File: src/rtl/pipeline_hazard_ctrl.sv
// -----------------------------------------------------------------------------
// pipeline_hazard_ctrl
//   Hazard and stall controller for a five-stage in-order pipeline. It drives
//   the per-stage enables and pipeline-register flushes in the same cycle as
//   the hazard is seen, so there is no added latency. It handles these cases:
//     - load-use     : bubble into Execute, hold Fetch/Decode for one cycle
//     - taken branch : squash the wrong-path instructions in Decode/Execute
//     - multi-cycle  : hold the front end while a mul/div runs MD_CYCLES cycles
//     - mem_stall    : freeze every stage until data memory is ready
//   It also counts the cycles in which Fetch was held (enF=0).
//
// Parameters
//   MD_CYCLES  front-end stall cycles per multi-cycle op (2..32)
//   CNT_W      width of the stall_cycles counter
//
// Ports
//   clk, reset              single clock; synchronous active-high reset
//   rs1D, rs2D              source registers of the instruction in Decode
//   rdE, memreadE           destination register / load flag in Execute
//   pcsrcE                  taken branch or jump resolved in Execute
//   md_startE               multi-cycle op in Execute
//   mem_stall               data memory not ready
//   enF..enW                stage enables
//   flushD, flushE, flushM  synchronous clears for the D/E/M registers
//   md_busy, md_done        multi-cycle op in progress / release pulse
//   stall_cycles            saturating count of cycles with enF=0
// -----------------------------------------------------------------------------
module pipeline_hazard_ctrl #(
  parameter int MD_CYCLES = 8,
  parameter int CNT_W     = 16
) (
  input  logic             clk,
  input  logic             reset,
  input  logic [4:0]       rs1D,
  input  logic [4:0]       rs2D,
  input  logic [4:0]       rdE,
  input  logic             memreadE,
  input  logic             pcsrcE,
  input  logic             md_startE,
  input  logic             mem_stall,
  output logic             enF,
  output logic             enD,
  output logic             enE,
  output logic             enM,
  output logic             enW,
  output logic             flushD,
  output logic             flushE,
  output logic             flushM,
  output logic             md_busy,
  output logic             md_done,
  output logic [CNT_W-1:0] stall_cycles
);

  // Down-counter just wide enough to hold MD_CYCLES-1.
  localparam int CW = (MD_CYCLES > 2) ? $clog2(MD_CYCLES) : 1;

  typedef enum logic {
    RUN  = 1'b0,
    BUSY = 1'b1
  } state_e;

  state_e           state_q, state_d;
  logic [CW-1:0]    cnt_q, cnt_d;
  logic [CNT_W-1:0] stall_cycles_q, stall_cycles_d;
  logic             load_use;

  // The load result is not ready until after Memory. Register x0 is
  // hard-wired to zero, so a load that targets x0 creates no dependency.
  assign load_use = memreadE && (rdE != 5'd0) && ((rdE == rs1D) || (rdE == rs2D));

  // NOTE: every signal written here gets a default first. A path that
  // leaves a signal unassigned would make synthesis infer a latch.
  always_comb begin
    state_d = state_q;
    cnt_d   = cnt_q;
    enF     = 1'b1;
    enD     = 1'b1;
    enE     = 1'b1;
    enM     = 1'b1;
    enW     = 1'b1;
    flushD  = 1'b0;
    flushE  = 1'b0;
    flushM  = 1'b0;
    md_busy = 1'b0;
    md_done = 1'b0;

    if (reset) begin
      // Pass-through controls while in reset. The flops reload in always_ff.
      state_d = RUN;
      cnt_d   = '0;
    end else if (mem_stall) begin
      // Full freeze. State and cnt keep their values.
      enF     = 1'b0;
      enD     = 1'b0;
      enE     = 1'b0;
      enM     = 1'b0;
      enW     = 1'b0;
      md_busy = (state_q == BUSY);
    end else begin
      unique case (state_q)
        RUN: begin
          // md_startE wins over pcsrcE, and pcsrcE wins over load-use.
          if (md_startE) begin
            enF     = 1'b0;
            enD     = 1'b0;
            enE     = 1'b0;
            flushM  = 1'b1;
            state_d = BUSY;
            cnt_d   = CW'(MD_CYCLES - 1);
          end else if (pcsrcE) begin
            flushD = 1'b1;
            flushE = 1'b1;
          end else if (load_use) begin
            enF    = 1'b0;
            enD    = 1'b0;
            flushE = 1'b1;
          end
        end
        BUSY: begin
          md_busy = 1'b1;
          if (cnt_q != '0) begin
            enF    = 1'b0;
            enD    = 1'b0;
            enE    = 1'b0;
            flushM = 1'b1;
            cnt_d  = cnt_q - CW'(1);
          end else begin
            // Release cycle. A md_startE still held high is ignored here.
            md_done = 1'b1;
            state_d = RUN;
          end
        end
        default: state_d = RUN;
      endcase
    end
  end

  // The counter stops at all-ones instead of wrapping back to zero.
  always_comb begin
    stall_cycles_d = stall_cycles_q;
    if (!enF && (stall_cycles_q != '1)) begin
      stall_cycles_d = stall_cycles_q + CNT_W'(1);
    end
  end

  // NOTE: sequential state uses non-blocking assignments. All flops then
  // update together at the edge, whatever order the statements are in.
  always_ff @(posedge clk) begin
    if (reset) begin
      state_q        <= RUN;
      cnt_q          <= '0;
      stall_cycles_q <= '0;
    end else begin
      state_q        <= state_d;
      cnt_q          <= cnt_d;
      stall_cycles_q <= stall_cycles_d;
    end
  end

  assign stall_cycles = stall_cycles_q;

endmodule

File: config.mk
export PLATFORM = sky130hd
export DESIGN_NAME = pipeline_hazard_ctrl
export DESIGN_NICKNAME = d
export VERILOG_FILES = /design/src/rtl/pipeline_hazard_ctrl.sv
export SDC_FILE = /design/constraint.sdc
export NUM_CORES = 1
export LEC_CHECK = 0
export BUFFER_PORTS_ARGS = -buffer_cell sky130_fd_sc_hd__buf_2
export CORE_MARGIN = 2
export CORE_UTILIZATION = 48
export DETAILED_ROUTE_END_ITERATION = 10
export PLACE_DENSITY = 0.83
export SLEW_MARGIN = 5
export SYNTH_ARGS = -nofsm -noshare
export SYNTH_HDL_FRONTEND = slang
export SYNTH_SLANG_ARGS = --single-unit
File: constraint.sdc
create_clock -name clk -period 2.6 [get_ports clk]
set_clock_uncertainty 0.05 [all_clocks]
set_input_delay 0.52 -clock clk [delete_from_list [all_inputs] [get_ports clk]]
set_output_delay 0.52 -clock clk [all_outputs]
set_load 0.03 [all_outputs]
==> metrics.txt <==
result of the run completed; CORE AREA 2450 um^2; number of antenna violations at the first check in global routing 0; gate family responsible for the most delay along the worst path simple AND/OR/NAND/NOR gates; Fill cells 235; Worst-path clk slew 0.12 ns; slew margin rel. 0.687; sequential fraction of the synthesis area 0.325; endpoint arrival time on the critical path 1.82 ns; Hold Vio Cnt, Final 0; Slew @ Worst Pin 0.465 ns; number of buffers created by CTS 3; setup repair after global routing missed its margin no; post-CTS resize count 0; Final TNS setup 0 ns; final core occ 0.609; share of layout cells above drive strength 1 0.332; sum of overflow across all layers after global routing 0; simple-gate share of the synthesized area 0.281; Synth Area per Inst 8.27 um^2; Final #Nets 218; wirelength, routed 2.96 mm; H-Tree Level Count 1; kind of launch point of the worst setup path input pin; number of inserted diodes 0; dominant register cell in the synthesized netlist sky130_fd_sc_hd__dfxtp_1; average wire per cell in the routed design 13.3 um; Crit path top cell by count sky130_fd_sc_hd__buf_2; Power Dens Cells 431 nW/um^2; area taken by multi-input logic gates 753 um^2; count of input and output buffers 46; netlist area before placement 1230 um^2; register area 400 um^2; Synth warnings 0; sequence of cells on the critical path buf_2, or4_1, o21ai_1, nor2_1, o211a_1, buf_2; global-route wire length before repair 4.66 mm; share of async-settable or async-resettable flops after synthesis 0; count of pins on the block boundary 47; floorplan die area 2990 um^2; number of clock sinks seen by CTS 20; number of cell rows 18; number of buffers inserted for hold repair after clock tree synthesis 0; drc violations 0; Critical Path Fanout Max 3; number of unique standard cell types used by synthesis 42; chip width 54.7 um; Final GP Congestion 0.733; antenna-violating nets left 0; most used standard cell by instance count after synthesis sky130_fd_sc_hd__dfxtp_1; number of standard cells after synthesis 149; WP data required 2.03 ns; Detailed Route Iter0 Violations 24; top achievable clock speed 0.418 GHz; number of iterations in the first detailed-routing pass 4; count of max-cap constraint violations 0; Max clock buf depth 2; largest family of logic cells by synthesized area simple AND/OR/NAND/NOR gates; Stages on worst setup path 6; floorplan die height 54.7 um; slowest cell on the critical path sky130_fd_sc_hd__or4_1; top cells by count, synth sky130_fd_sc_hd__dfxtp_1 (20), sky130_fd_sc_hd__nor2_1 (13), sky130_fd_sc_hd__a21oi_1 (12), sky130_fd_sc_hd__xor2_1 (11), sky130_fd_sc_hd__o21ai_0 (9); Synth Register Bits 20; worst stage delay on the critical path 0.52 ns; clock tree root buffer cell sky130_fd_sc_hd__clkbuf_4; hpwl dp 2.28 mm; post-route minimum period 2.39 ns; overall via count from detail_route 1269; part of the cycle the worst path needs 0.920; via/cell ratio 5.69; area share of fa/ha/maj cells after synthesis 0.0305; Clk Latency, worst-skew pair 0.31 ns; clock tree from TritonCTS built; worst voltage drop across the vdd grid 0.339 mV; cell types occupying the most area after synthesis sky130_fd_sc_hd__dfxtp_1 (32%), sky130_fd_sc_hd__xor2_1 (7.8%), sky130_fd_sc_hd__a21oi_1 (4.9%), sky130_fd_sc_hd__nor2_1 (4.0%), sky130_fd_sc_hd__o21ai_0 (3.7%); type of the worst setup path input pin to primary output; vias in the first global route 1164; number of buffers and inverters on the critical path 2; number of instances on the worst hold path 1; worst slack after detailed placement 0.207 ns; final setup fails 0; path type of the worst min-delay path flip-flop to flip-flop; Post-Synth XOR/XNOR Area 0.0782; R2R cell count 8; type of element capturing the critical path primary output; overall fraction of global-route tracks in use 0.211; syn nets 173; Area growth, synth to finish 21.3%; synthesized-area fraction occupied by ao, oa, aoi and oai cells 0.204; Initial Utilization 0.502; largest area contributor in the netlist sky130_fd_sc_hd__dfxtp_1; fraction of synthesized area in multiplexers 0.0173; Setup Fix Bufs, Post-CTS 0; pin count of the biggest net entering global routing 28; number of pins with negative max-slew slack in the final report 0; Leak Pwr 0.649 nW; post-layout worst setup margin 0.209 ns; proportion of netlist area held by the largest area contributor 0.325; number of enable-type register cells in the synthesized netlist 0
[per-stage QoR]
| step | hold slack (ns) | power (mW) | std cells | cell area, um^2 |
|---|---|---|---|---|
| 2_1_floorplan | 0.387 | 0.429 | 149 | 1230 |
| 3_3_place_gp | 0.401 | 0.461 | 219 | 1460 |
| 3_5_place_dp | 0.432 | 0.469 | 219 | 1460 |
| 4_1_cts | 0.450 | 0.649 | 223 | 1500 |
| 5_1_grt | 0.463 | 0.678 | 223 | 1500 |
| 6_report | 0.443 | 0.645 | 223 | 1500 |
[final cells by class]
| type | count | area share |
|---|---|---|
| Tap cell | 30 | 0.0251 |
| Multi-Input combinational cell | 114 | 0.504 |
| Sequential cell | 20 | 0.268 |
| Clock buffer | 4 | 0.0243 |
| Inverter | 8 | 0.0201 |
| Timing Repair Buffer | 47 | 0.159 |
[power by group]
group	total, mW	switching, mW	internal [mW]	leakage (nW)
registers	0.326	0.0102	0.316	0.162
clock network	0.184	0.0984	0.0855	0.0210
logic	0.135	0.0835	0.0515	0.465
[sequential cells by signal, indices dropped and copies added (netlist names)]
register and flops:
cnt_q 3, stall_cycles 16, state_q 1
[cells by family after synthesis]
logic type | after synthesis
AND/OR/NAND/NOR | 60
AO/OA/AOI/OAI | 38
flip-flops | 20
buffers and inverters | 15
XOR/XNOR | 11
adder cells (fa/ha/maj) | 3
multiplexers | 2
[cells in the final DEF (no fill, tap or decap), types with 4 or more instances in the layout]
cell type / synthesis / layout
sky130_fd_sc_hd__or4_1: 4 / 4
sky130_fd_sc_hd__a21oi_1: 12 / 12
sky130_fd_sc_hd__o21ai_0: 9 / 9
sky130_fd_sc_hd__nand2_1: 6 / 6
sky130_fd_sc_hd__buf_2: 0 / 46
sky130_fd_sc_hd__inv_1: 8 / 8
sky130_fd_sc_hd__or3_1: 5 / 5
sky130_fd_sc_hd__nand3_1: 5 / 5
sky130_fd_sc_hd__xor2_1: 11 / 11
sky130_fd_sc_hd__and3_1: 4 / 4
sky130_fd_sc_hd__dfxtp_1: 20 / 20
sky130_fd_sc_hd__nor2_1: 13 / 13
sky130_fd_sc_hd__nor3_1: 5 / 5
[final timing paths]
kind,startpoint,endpoint,slack (ns)
setup / recovery,rdE[1],flushE,0.21
hold reg to reg,cnt_q[2]$_SDFFE_PP0P_,cnt_q[2]$_SDFFE_PP0P_,0.44
setup reg to reg,cnt_q[0]$_SDFFE_PP0P_,stall_cycles[7]$_SDFFE_PP0P_,0.30
hold / removal,cnt_q[2]$_SDFFE_PP0P_,cnt_q[2]$_SDFFE_PP0P_,0.44
[metal layers]
| metal | vias to the layer above | share of wire | global-route usage |
|---|---|---|---|
| li1 | 635 | - | - |
| met5 | - | 0 | 0 |
| met2 | 29 | 0.53 | 0.403 |
| met3 | 4 | 0.053 | 0.0574 |
| met1 | 601 | 0.40 | 0.221 |
| met4 | 0 | 0.0085 | 0.0625 |
Note: power is estimated with default switching activity, not from simulation.
